File: config.mk
export PLATFORM = sky130hd
export DESIGN_NAME = silife_spi_tx
export DESIGN_NICKNAME = d
export VERILOG_FILES = /design/src/rtl/silife_spi_tx.sv
export SDC_FILE = /design/constraint.sdc
export NUM_CORES = 1
export LEC_CHECK = 0
export ABC_AREA = 1
export BUFFER_PORTS_ARGS = -buffer_cell sky130_fd_sc_hd__buf_2
export CAP_MARGIN = 10
export CORE_ASPECT_RATIO = 1.75
export CORE_MARGIN = 2
export CORE_UTILIZATION = 35
export CTS_CLUSTER_DIAMETER = 60
export DETAILED_ROUTE_END_ITERATION = 6
export SYNTH_ARGS = -nofsm -noshare
export SYNTH_HDL_FRONTEND = slang
export SYNTH_SLANG_ARGS = --single-unit
File: constraint.sdc
create_clock -name clk -period 4.6 [get_ports clk]
set_input_delay 0 -clock clk [delete_from_list [all_inputs] [get_ports clk]]
set_output_delay 0 -clock clk [all_outputs]
set_load 0.02 [all_outputs]
File: src/rtl/silife_spi_tx.sv
// Mode-0 SPI transmit engine for the MAX7219 path: shifts one register word
// per transfer and reports busy/done so the controller can sequence chip-select.
module silife_spi_tx #(
    parameter int unsigned WORD_BITS = 16,
    parameter int unsigned DIVIDER   = 1,
    parameter int unsigned LSB_FIRST = 0
) (
    input  logic                 clk,
    input  logic                 reset_n,
    input  logic [WORD_BITS-1:0] i_word,
    input  logic                 i_start,
    output logic                 o_sck,
    output logic                 o_mosi,
    output logic                 o_busy,
    output logic                 o_done
);

    localparam int unsigned CNT_W = $clog2(WORD_BITS + 1);
    localparam int unsigned DIV_W = (DIVIDER > 1) ? $clog2(DIVIDER) : 1;
    localparam logic [DIV_W-1:0] DIV_LAST = DIV_W'(DIVIDER - 1);
    localparam logic [CNT_W-1:0] CNT_FULL = CNT_W'(WORD_BITS);

    typedef enum logic [1:0] {
        ST_IDLE,
        ST_LOW,
        ST_HIGH,
        ST_HOLD
    } state_t;

    state_t               state, state_nxt;
    logic [WORD_BITS-1:0] shift, shift_nxt, shift_adv;
    logic [CNT_W-1:0]     bit_cnt, bit_nxt, bit_dec;
    logic [DIV_W-1:0]     div_cnt, div_nxt;
    logic                 sck_nxt, mosi_nxt, busy_nxt, done_nxt;

    // Bit that sits at the output end of the shifter for the chosen order.
    function automatic logic lead_bit(input logic [WORD_BITS-1:0] v);
        return (LSB_FIRST != 0) ? v[0] : v[WORD_BITS-1];
    endfunction

    // State and registered outputs.
    always_ff @(posedge clk) begin
        if (!reset_n) begin
            state   <= ST_IDLE;
            shift   <= '0;
            bit_cnt <= '0;
            div_cnt <= '0;
            o_sck   <= 1'b0;
            o_mosi  <= 1'b0;
            o_busy  <= 1'b0;
            o_done  <= 1'b0;
        end else begin
            state   <= state_nxt;
            shift   <= shift_nxt;
            bit_cnt <= bit_nxt;
            div_cnt <= div_nxt;
            o_sck   <= sck_nxt;
            o_mosi  <= mosi_nxt;
            o_busy  <= busy_nxt;
            o_done  <= done_nxt;
        end
    end

    // Next-state and next-output logic.
    always_comb begin
        state_nxt = state;
        shift_nxt = shift;
        bit_nxt   = bit_cnt;
        div_nxt   = div_cnt;
        sck_nxt   = o_sck;
        mosi_nxt  = o_mosi;
        busy_nxt  = o_busy;
        done_nxt  = 1'b0;
        bit_dec   = bit_cnt - CNT_W'(1);
        shift_adv = (LSB_FIRST != 0) ? (shift >> 1) : (shift << 1);

        case (state)
            ST_IDLE: begin
                sck_nxt  = 1'b0;
                mosi_nxt = 1'b0;
                busy_nxt = 1'b0;
                if (i_start) begin
                    shift_nxt = i_word;
                    mosi_nxt  = lead_bit(i_word);
                    busy_nxt  = 1'b1;
                    bit_nxt   = CNT_FULL;
                    div_nxt   = '0;
                    state_nxt = ST_LOW;
                end
            end
            ST_LOW: begin
                sck_nxt = 1'b0;
                if (div_cnt == DIV_LAST) begin
                    sck_nxt   = 1'b1;
                    div_nxt   = '0;
                    state_nxt = ST_HIGH;
                end else begin
                    div_nxt = div_cnt + DIV_W'(1);
                end
            end
            ST_HIGH: begin
                sck_nxt = 1'b1;
                if (div_cnt == DIV_LAST) begin
                    sck_nxt = 1'b0;
                    div_nxt = '0;
                    bit_nxt = bit_dec;
                    // Data only moves on the falling edge, giving full-phase setup/hold.
                    if (bit_dec != '0) begin
                        shift_nxt = shift_adv;
                        mosi_nxt  = lead_bit(shift_adv);
                        state_nxt = ST_LOW;
                    end else begin
                        mosi_nxt  = 1'b0;
                        state_nxt = ST_HOLD;
                    end
                end else begin
                    div_nxt = div_cnt + DIV_W'(1);
                end
            end
            ST_HOLD: begin
                sck_nxt = 1'b0;
                if (div_cnt == DIV_LAST) begin
                    busy_nxt  = 1'b0;
                    done_nxt  = 1'b1;
                    div_nxt   = '0;
                    state_nxt = ST_IDLE;
                end else begin
                    div_nxt = div_cnt + DIV_W'(1);
                end
            end
            default: begin
                state_nxt = ST_IDLE;
            end
        endcase
    end

endmodule

# Word-level counts from Yosys, hierarchy flattened
# Index checks and enable logic that the tools add are counted.
# Widths: inputs -> output; s select.
[op_classes] n_eq_ne=8 add_sub_neg=2 n_reduce_logical=12 n_mux=26
[op_table] cell="$mux 15" n=3
[op_table] cell="$pmux 15 s2" n=1
[op_table] cell="$mux 2" n=5
[op_table] cell="$mux 5" n=2
[op_table] cell="$ne 2x2->1 const B" n=5
[op_table] cell="$pmux 5 s2" n=1
[op_table] cell="$mux 1" n=9
[op_table] cell="$pmux 2 s4" n=1
[op_table] cell="$reduce_and 4->1" n=2
[op_table] cell="$pmux 1 s2" n=3
[op_table] cell="$reduce_and 2->1" n=3
[op_table] cell="$reduce_bool 5->1" n=1
[op_table] cell="$sub 5x1->5 const B" n=1
[op_table] cell="$eq 2x2->1 const B" n=2
[op_table] cell="$reduce_bool 2->1" n=2
[op_table] cell="$pmux 1 s3" n=1
[op_table] cell="$reduce_and 3->1" n=1
[op_table] cell="$reduce_or 3->1" n=1
[op_table] cell="$eq 2x1->1 const B" n=1
[op_table] cell="$logic_not 2->1" n=1
[op_table] cell="$reduce_or 2->1" n=1
[op_table] cell="$add 1x1->1 const B" n=1
[word_totals] in_bits=19 regBits=27

# Longest topological paths before layout
# Gate-level depths: netlist (run 1).
[depth] ltp_word=5 mapped_depth=11

# Least setup slack after synthesis (run 1)
# Ideal clock, no wire load.
[synth_timing] path_kind="register to register" startpoint="register state[0]" endpoint="register bit_cnt[4]" required_ns=4.484 slack_ns=3.063 synth_period_minus_slack_ns=1.537 n_path_buf=3 stages_incl_launch_ff=10 arrival_time_ns=1.421 path_cell_list="dfxtp_1 inv_1 ha_1 buf_4 nor2_4 nor2_4 buf_4 buf_6 o211ai_1 inv_1"
[synth_via] elab_chain_len=3
[synth_rtl] item="from (decl)" line="30" source="state_t state, state_nxt;"
[synth_rtl] item="from (signal assigned)" line="53" source="state <= state_nxt;"
[synth_rtl] item="$eq 2x2->1 or $logic_not 2->1 (tied branches)" line="77" source="case (state)"
[synth_rtl] item="$ne 2x2->1 (no line) or $reduce_bool 2->1 (tied branches)"
[synth_rtl] item="$reduce_and 3->1 (no line)"
[synth_rtl] item="to (signal assigned)" line="55" source="bit_cnt <= bit_nxt;"
[synth_rtl] item="to (decl)" line="32" source="logic [CNT_W-1:0] bit_cnt, bit_nxt, bit_dec;"
# Several ways; a longest one is shown, not always the timed one.
# A chain may end at the register's enable or synchronous reset.

# Worst setup path after layout (run 1)
[layout_timing] startpoint="register state[0]" endpoint="register bit_cnt[1]"
# Same word-level chain as after synthesis.

==> metrics.txt, run 1 <==
number of rows created at floorplan=30; Critical Path Max Stage Delay=630 ps; clock share of power=20.0%; Distinct cells, synth=23; area leader, netlist=sky130_fd_sc_hd__dfxtp_1; global-route wire length before repair=4800 µm; top cells by instance count after synthesis=65 x sky130_fd_sc_hd__nand2_1, 26 x sky130_fd_sc_hd__dfxtp_1, 20 x sky130_fd_sc_hd__inv_1, 18 x sky130_fd_sc_hd__nand3_1, 12 x sky130_fd_sc_hd__nand2_2; number of optimization iterations in the first detailed-route pass=4; count of input and output buffers=22; category of the most critical setup path=flop to flop; CP Data Required Time=4800 ps; register area share after synthesis=36.5%; synthesis warning total=0; Clock Sink Count=26; via count of the first global-routing pass=1115; kind of start point of the critical path=flop; met1 wire length=1140 µm; via count=1210; Synth Cell Area=0.00143 mm²; CP endpoint=bit_cnt[1]; maximum clock frequency=446 MHz; hold buffer count at CTS=1; critical path fanouts, max=19; Final Core Density=40.7%; Setup violations, final=0; Worst-Margin Slew=796 ps; fraction of final layout cells sized beyond drive strength 1=24.9%; Detailed Place HPWL=2160 µm; RSZ-0062 raised after global routing=no; area of the core=0.00390 mm²; gp weighted congestion=0.754; final antenna-violating net count=0; number of standard cells after synthesis=195; VDD IR-drop max=0.353 mV; flop and latch count out of synthesis=26; switch share=39.0%; cell type with the highest occurrence count on the critical path=sky130_fd_sc_hd__inv_1; PwrDens=464 mW/mm²; met2 routed WL=1570 µm; Setup WS pre-CTS=2370 ps; total CTS buffers=3; net switching component of the power=0.000288 W; sort of element at the end of the critical path=flop; post-synthesis async set-or-reset flop share=0%; worst r2r src=state[0]; origin of the worst setup path=state[0]; post-CTS resize count=0; buffer count from post-CTS setup fixing=0; result of the run=finished, final reports clean; Internal Pwr Total=0.000450 W; max-slew violations=0; DRC violations left=0; chain of cells forming the critical path=inv_1 -> ha_1 -> inv_1 -> nor2_1 -> inv_1 -> o22ai_1 -> inv_1 -> nor2_1; Hold Violations, Final=0; Worst Reg2Reg Path Length in Cells=8; clock input transition at the sequential cells of the worst setup and hold paths=100 ps; number of inserted diodes=0; cell with the biggest individual delay on the critical path=sky130_fd_sc_hd__ha_1; count of maximum capacitance violations=0; post-detailed-routing wire length=2830 µm; CTS HTree Levels=1; Root Buffer Master=sky130_fd_sc_hd__clkbuf_8; most repeated cell in the gate-level netlist after synthesis=sky130_fd_sc_hd__nand2_1; arrival time worst endpoint=2440 ps; source-to-sink clock delay at the later pin of the worst-skew pair=270 ps; die extent in x=52.2 µm; final clock period utilization by the worst path=48.7%; Die Span Y=88.4 µm; worst-case headroom to the max-slew limit=46.9%; Detailed Route Iter0 Violations=24; net count after synthesis=220; wire length per cell=10.8 µm; top layer reached by signal wires=met4; leftover overflow at the end of global routing=0; Top-Level Pins=23; met3 routed wirelength=61 µm; FF-to-FF setup slack=2360 ps; post-route worst setup slack=2360 ps; vias per std cell=4.64; number of nets in the finished design=239; Initial Util=36.5%; number of antenna violations at the first check in global routing=0; share of power burned in combinational logic=38.9%; Inst Count DP=256; Avg Synthesized Cell Area=7.31 µm²; maximum clock skew at final layout=10.3 ps; leading post-synthesis cells by cell area=sky130_fd_sc_hd__dfxtp_1 37%, sky130_fd_sc_hd__nand2_1 17%, sky130_fd_sc_hd__nand3_1 6.3%; Post-Route Setup TNS=0 ps; Sequential Power Share=41.1%; fraction of post-synthesis cell area in the top cell type by area=36.5%; CTS tree=built; Global Route Usage Sum=13.6%; Non-Filler Instances=261; clk buf depth=2; Area Growth Syn to Fin=11.6%; capturing point of the worst reg2reg path=bit_cnt[1]; count of flip-flops with a built-in enable after synthesis=0; pin count of the biggest net entering global routing=21; post-layout min period=2240 ps; dominant register cell in the synthesized netlist=sky130_fd_sc_hd__dfxtp_1; Die ar.=0.00462 mm²; leakage power=0.734 nW; worst hold-check path type=input port to flop
-- registers in the layout, summed over array words and instances, names as in the netlist --
| signal | count |
|---|---|
| shift | 15 |
| o_done | 1 |
| o_busy | 1 |
| o_mosi | 1 |
| o_sck | 1 |
| bit_cnt | 5 |
| state | 2 |
-- worst max-delay path: cells and delay by family (launching register included) --
family	cells	cell delay, ps
adder cells (fa/ha/maj)	1	630
AO/OA/AOI/OAI	1	110
flip-flops	1	340
buffers and inverters	4	670
AND/OR/NAND/NOR	2	430
-- layer usage --
| layer | vias to the layer above | GRT usage (%) |
|---|---|---|
| li1 | 653 | - |
| met2 | 16 | 25.5 |
| met5 | - | 0 |
| met3 | 4 | 1.52 |
| met1 | 537 | 15.1 |
| met4 | 0 | 5.13 |
-- kinds of logic (layout without fill, tap and decap cells) --
logic type	Yosys count	in the layout	synth area share [%]
AO/OA/AOI/OAI	28	28	13.2
adder cells (fa/ha/maj)	6	6	5.27
buffers and inverters	29	47	10.2
flip-flops	26	26	36.5
AND/OR/NAND/NOR	106	106	34.9
-- power by group through the flow --
stage / logic, W / registers [W] / clock network (W)
finish: 0.000287 / 0.000303 / 0.000147
global route: 0.000329 / 0.000309 / 0.000157
CTS: 0.000292 / 0.000304 / 0.000152
detailed placement: 0.000290 / 0.000309 / 0
global placement: 0.000289 / 0.000309 / 0
floorplan: 0.000259 / 0.000311 / 0
-- layout make-up --
| type | instances | area (µm²) |
|---|---|---|
| Tap cell | 48 | 60.1 |
| Multi-Input combinational cell | 140 | 759 |
| Sequential cell | 26 | 520 |
| Fill cell | 456 | 2310 |
| Timing Repair Buffer | 23 | 120 |
| Clock buffer | 4 | 55.1 |
| Inverter | 20 | 75.1 |
-- through the flow --
step,total power (W),area [µm²],hold WS (ps)
after global placement,0.000598,1530,281
final,0.000738,1590,8.87
after detailed placement,0.000599,1530,284
after global routing,0.000794,1590,30.4
after CTS,0.000748,1590,3.20
after floorplan,0.000570,1430,93.5
-- worst min path at each step --
stage / from / to / slack, ps / cells after the start
2_1_floorplan: reset_n / o_sck / 90 / 2
3_3_place_gp: reset_n / o_done / 280 / 3
3_5_place_dp: reset_n / o_sck / 280 / 3
4_1_cts: i_word[0] / shift[0] / 3 / 3
5_1_grt: i_word[0] / shift[0] / 30 / 3
6_report: i_word[0] / shift[0] / 9 / 3
-- cells in the final DEF (no fill, tap or decap), drive strengths merged --
cell,netlist,routed
a21oi,19,19
dlygate4sd3,0,1
ha,6,6
inv,20,20
clkbuf,3,4
a211oi,2,2
nand3,19,19
a31oi,1,1
nand4,1,1
dfxtp,26,26
nor2,8,8
nand2,78,78
o22ai,1,1
o21ai,4,4
o211ai,1,1
buf,6,22
No activity file was read; power rests on OpenSTA's default activity.
==> inputs of run 2 (changes only) <==
clock period = 2.3 ns   (was 4.6 ns; I/O delays follow)
==> metrics.txt, run 2 (synthesized netlist as in run 1, its figures left out) <==
result of the run=finished, final reports clean; CTS HTree Levels=1 (unchanged); total power=0.00146 W (+98%); area occupied by registers=520 µm² (unchanged); largest registers in the final layout=shift: 15 flops, bit_cnt: 5 flops, state: 2 flops; Top-Level Pins=23 (unchanged); max-slew violations=0 (unchanged); Worst-Margin Slew=814 ps (+18.1 ps); Inst Count DP=259 (+1.2%); global-route wire length before repair=5040 µm (+5.2%); Final Core Density=40.7% (about the same); multi-input gate area in the final layout=759 µm² (unchanged); hold buffer count at CTS=0 (-1); Global Route Usage Sum=14.2% (+0.68 points); category of the most critical setup path=flop to flop; Detailed Route Iter0 Violations=15 (-38%); Setup violations, final=0 (unchanged); post-layout min period=1910 ps (-331 ps); sort of element at the end of the critical path=flop; PwrDens=917 mW/mm² (+98%); commonest non-fill, non-tap cells in the layout=65 x sky130_fd_sc_hd__nand2_1, 26 x sky130_fd_sc_hd__dfxtp_1, 22 x sky130_fd_sc_hd__buf_2, 20 x sky130_fd_sc_hd__inv_1, 18 x sky130_fd_sc_hd__nand3_1; count of input and output buffers=22 (unchanged); VDD IR-drop max=0.534 mV (+51%); post-CTS resize count=0 (unchanged); post-detailed-routing wire length=2800 µm (-0.92%); final clock period utilization by the worst path=83.0% (+34 points); Die ar.=0.00462 mm² (unchanged); critical path fanouts, max=17 (-2); maximum clock frequency=524 MHz (+17%); top register by number of flip-flops=shift; die extent in x=52.2 µm (unchanged); Largest register FFs=15 (unchanged); DRC violations left=0 (unchanged); total CTS buffers=3 (unchanged); area of the core=0.00390 mm² (unchanged); wire length per cell=10.7 µm (-1.3%); clk buf depth=2 (unchanged); number of rows created at floorplan=30 (unchanged); final design instance area without fill=0.00159 mm² (about the same); number of nets in the finished design=241 (+0.84%); leakage power=0.737 nW (+0.42%); CP Data Required Time=2490 ps (-2310 ps); Hold Violations, Final=0 (unchanged); vias per std cell=4.71 (+1.7%); fill cell total of the finished layout=457 (+0.22%); Post-Route Setup TNS=0 ps (unchanged); Clock Sink Count=26 (unchanged); number of optimization iterations in the first detailed-route pass=4 (unchanged); CTS tree=built; gp weighted congestion=0.817 (+8.3%); count of maximum capacitance violations=0 (unchanged); clock input transition at the sequential cells of the worst setup and hold paths=90 ps (about the same); Detailed Place HPWL=2160 µm (+0.26%); instance area at placement=0.00155 mm² (+1.5%); number of antenna violations at the first check in global routing=0 (unchanged); source-to-sink clock delay at the later pin of the worst-skew pair=260 ps (about the same); via count=1235 (+2.1%); worst-case headroom to the max-slew limit=45.7% (-1.2 points); Initial Util=36.5% (unchanged); leftover overflow at the end of global routing=0 (unchanged); RSZ-0062 raised after global routing=no; Root Buffer Master=sky130_fd_sc_hd__clkbuf_8; leading cell type in the layout, fill and taps excluded=sky130_fd_sc_hd__nand2_1; Non-Filler Instances=262 (+0.38%); worst hold-check path type=input port to flop; buffer count from post-CTS setup fixing=0 (unchanged); kind of start point of the critical path=flop; Area Growth Syn to Fin=11.5% (about the same); maximum clock skew at final layout=3.14 ps (-7.12 ps); fraction of final layout cells sized beyond drive strength 1=25.7% (+0.82 points); arrival time worst endpoint=2100 ps (-340 ps); Die Span Y=88.4 µm (unchanged); number of inserted diodes=0 (unchanged); via count of the first global-routing pass=1184 (+6.2%); final antenna-violating net count=0 (unchanged); pin count of the biggest net entering global routing=21 (unchanged)
==> run 2: cell count changes in the layout (fill, tap and decap cells not counted) <==
cell,delta
sky130_fd_sc_hd__dlygate4sd3_1,-1
sky130_fd_sc_hd__clkbuf_8,-1
sky130_fd_sc_hd__buf_4,+3
==> run 2: worst paths after layout <==
| path | start | endpoint | slack, ps | depth (start not counted) |
|---|---|---|---|---|
| max | state[0] | shift[4] | 390 | 8 |
| min | i_word[0] | shift[0] | 1 | 3 |
| max reg2reg | state[0] | shift[4] | 390 | 8 |
| min reg2reg | shift[5] | shift[5] | 470 | 2 |
==> run 2: metal layers <==
metal / up-vias / wire length, µm / global-route usage (%)
met4: 0 / 36 / 5.59
met5: - / 0 / 0
li1: 657 / - / -
met3: 2 / 62 / 1.52
met1: 558 / 1160 / 16.3
met2: 18 / 1540 / 26.4
==> run 2: metrics by stage <==
step           worst slack (ps)  hold WS (ps)
5_1_grt                     161          15.1
3_3_place_gp                429           282
2_1_floorplan               763          93.5
6_report                    390          1.32
3_5_place_dp                376           283
4_1_cts                     351          2.82
==> run 2: where the power goes <==
| group | switching [W] | internal (W) | total [W] |
|---|---|---|---|
| logic | 0.000384 | 0.000217 | 0.000601 |
| registers | 0.0000593 | 0.000547 | 0.000606 |
| clock network | 0.000133 | 0.000117 | 0.000251 |
| total | 0.000576 | 0.000881 | 0.00146 |
==> run 2: cell type report <==
cell class / count / share of cell area, %
multi-input cells: 140 / 47.8
flip-flops and latches: 26 / 32.8
repair buffers: 25 / 8.35
inverters: 20 / 4.72
well taps: 48 / 3.78
clock buffers: 3 / 2.60
==> run 2: worst max-delay path, cell delays in order, from the launching register on <==
cell,delay [ps]
sky130_fd_sc_hd__dfxtp_1,330
sky130_fd_sc_hd__inv_1,110
sky130_fd_sc_hd__ha_1,420
sky130_fd_sc_hd__nand2_1,160
sky130_fd_sc_hd__nor2_4,140
sky130_fd_sc_hd__nand3_4,200
sky130_fd_sc_hd__nand2_4,270
sky130_fd_sc_hd__nand2_1,80
sky130_fd_sc_hd__a21oi_1,120
==> inputs of run 3 (changes only) <==
clock period = 1.6 ns   (was 2.3 ns; I/O delays follow)
==> metrics.txt, run 3 (synthesized netlist as in run 1, its figures left out) <==
result of the run=finished, final reports clean; leading cell type in the layout, fill and taps excluded=sky130_fd_sc_hd__nand2_1; critical path fanouts, max=16 (-1); count of input and output buffers=22 (unchanged); Non-Filler Instances=274 (+4.6%); number of antenna violations at the first check in global routing=0 (unchanged); DRC violations left=0 (unchanged); total CTS buffers=3 (unchanged); leakage power=0.825 nW (+12%); via count of the first global-routing pass=1262 (+6.6%); via count=1293 (+4.7%); count of maximum capacitance violations=0 (unchanged); origin of the worst setup path=bit_cnt[1]; final clock period utilization by the worst path=92.0% (+9.0 points); post-layout min period=1470 ps (-437 ps); fill cell total of the finished layout=428 (-6.3%); VDD IR-drop max=0.727 mV (+36%); Setup violations, final=0 (unchanged); gp weighted congestion=0.762 (-6.7%); Initial Util=36.5% (unchanged); cell type with the highest occurrence count on the critical path=sky130_fd_sc_hd__inv_1; maximum clock skew at final layout=2.02 ps (-1.12 ps); Die Span Y=88.4 µm (unchanged); number of inserted diodes=0 (unchanged); Setup WS pre-CTS=-42.4 ps (-419 ps); area occupied by registers=524 µm² (+0.72%); Largest register FFs=15 (unchanged); Area Growth Syn to Fin=26.3%; multi-input gate area in the final layout=808 µm² (+6.4%); worst-case headroom to the max-slew limit=71.6% (+26 points); largest registers in the final layout=shift: 15 flops, bit_cnt: 5 flops, state: 2 flops; pin count of the biggest net entering global routing=17 (-19%); Worst-Margin Slew=425 ps (-388 ps); Top-Level Pins=23 (unchanged); die extent in x=52.2 µm (unchanged); number of rows created at floorplan=30 (unchanged); category of the most critical setup path=flop to flop; arrival time worst endpoint=1620 ps (-480 ps); vias per std cell=4.72 (+0.11%); number of nets in the finished design=253 (+5.0%); clk buf depth=2 (unchanged); clock input transition at the sequential cells of the worst setup and hold paths=90 ps (about the same); sort of element at the end of the critical path=flop; final antenna-violating net count=0 (unchanged); CTS HTree Levels=1 (unchanged); CTS tree=built; Worst Hold Launch=i_word[0]; top register by number of flip-flops=shift; Root Buffer Master=sky130_fd_sc_hd__clkbuf_8; chain of cells forming the critical path=inv_1 -> ha_4 -> inv_1 -> nand2_1 -> nand2_2 -> nor2_4 -> nand3_4 -> buf_8 -> nand3_1 -> a21oi_1; Final Core Density=46.1% (+5.4 points); global-route wire length before repair=5260 µm (+4.2%); Inst Count DP=267 (+3.1%); post-route worst setup slack=128 ps (-263 ps); number of optimization iterations in the first detailed-route pass=4 (unchanged); PwrDens=1360 mW/mm² (+48%); fraction of final layout cells sized beyond drive strength 1=32.7% (+7.0 points); CP Data Required Time=1750 ps (-740 ps); cell with the biggest individual delay on the critical path=sky130_fd_sc_hd__dfxtp_1; Global Route Usage Sum=14.9% (+0.65 points); leftover overflow at the end of global routing=0 (unchanged); Clock Sink Count=26 (unchanged); Die ar.=0.00462 mm² (unchanged); area of the core=0.00390 mm² (unchanged); Hold Violations, Final=0 (unchanged); Critical Path Max Stage Delay=320 ps (-100 ps); max-slew violations=0 (unchanged); Detailed Route Iter0 Violations=13 (-2); maximum clock frequency=679 MHz (+30%); worst r2r src=bit_cnt[1]; commonest non-fill, non-tap cells in the layout=65 x sky130_fd_sc_hd__nand2_1, 25 x sky130_fd_sc_hd__dfxtp_1, 22 x sky130_fd_sc_hd__buf_2, 18 x sky130_fd_sc_hd__nand3_1, 17 x sky130_fd_sc_hd__inv_1; worst hold-check path type=input port to flop; wire length per cell=11.7 µm (+9.3%); source-to-sink clock delay at the later pin of the worst-skew pair=270 ps (about the same); post-detailed-routing wire length=3200 µm (+14%); kind of start point of the critical path=flop; Detailed Place HPWL=2310 µm (+7.0%)
run 3: cell count changes in the layout (fill, tap and decap cells not counted), moves of 3 or more:
cell / change
sky130_fd_sc_hd__inv_2: +3
sky130_fd_sc_hd__ha_1: -3
sky130_fd_sc_hd__buf_12: +3
sky130_fd_sc_hd__ha_4: +3
sky130_fd_sc_hd__buf_4: +5
sky130_fd_sc_hd__inv_1: -3
run 3: report_power, final:
part	internal, W	switching [W]	total (W)
clock	0.000169	0.000209	0.000378
combinational	0.000553	0.000642	0.00120
sequential	0.000788	0.0000872	0.000876
run 3: layer usage:
metal  global-route usage, %  wire length (µm)  part of all wire (%)  vias up
met1                    15.9              1310                    41      592
met5                       0                 0                     0        -
li1                        -                 -                     -      678
met3                    1.52                58                   1.8        7
met4                    6.99                61                   1.9        0
met2                    28.3              1770                    55       16
run 3: through the flow:
step                      TNS [ps]  cell area [µm²]  total power [W]  hold slack (ps)
after CTS                        0             1700          0.00228             18.0
after global placement           0             1630          0.00186              280
after global routing         -9.81             1800          0.00262             14.0
after detailed placement     -53.5             1630          0.00187              276
final                            0             1800          0.00245             8.99
after floorplan                  0             1430          0.00164             93.5
run 3: worst paths after layout:
kind | to | slack, ps | cells past startpoint
worst max-delay path | shift[3] | 130 | 10
worst min-delay path | shift[0] | 9 | 3
worst max register to register | shift[3] | 130 | 10
worst min register to register | o_busy | 450 | 2
run 3: worst max-delay path: cells and delay by family, from the launching register on:
| family | cells | cell delay, ps |
|---|---|---|
| adders and majority gates | 1 | 170 |
| and+or+nand+nor | 5 | 440 |
| buffers and inverters | 3 | 350 |
| DFF | 1 | 320 |
| AOI/OAI and AO/OA | 1 | 70 |
run 3: timing repair:
| action | 4_1_cts | 5_1_grt |
|---|---|---|
| hold buffers | 1 | 0 |
| buffers inserted | 1 | 1 |
| hold endpoints to repair | 1 | 0 |
| pin swaps | 1 | 2 |
| cloned | 0 | 1 |
| endpoints found under the setup margin | 14 | 22 |
| resized for setup | 3 | 13 |
run 3: final cells by class:
cell class              count  share of cell area (%)
clock buffers               3                    2.29
inverters                  20                    4.17
multi-input cells         140                    44.9
flip-flops and latches     26                    29.1
well taps                  48                    3.34
repair buffers             37                    16.2
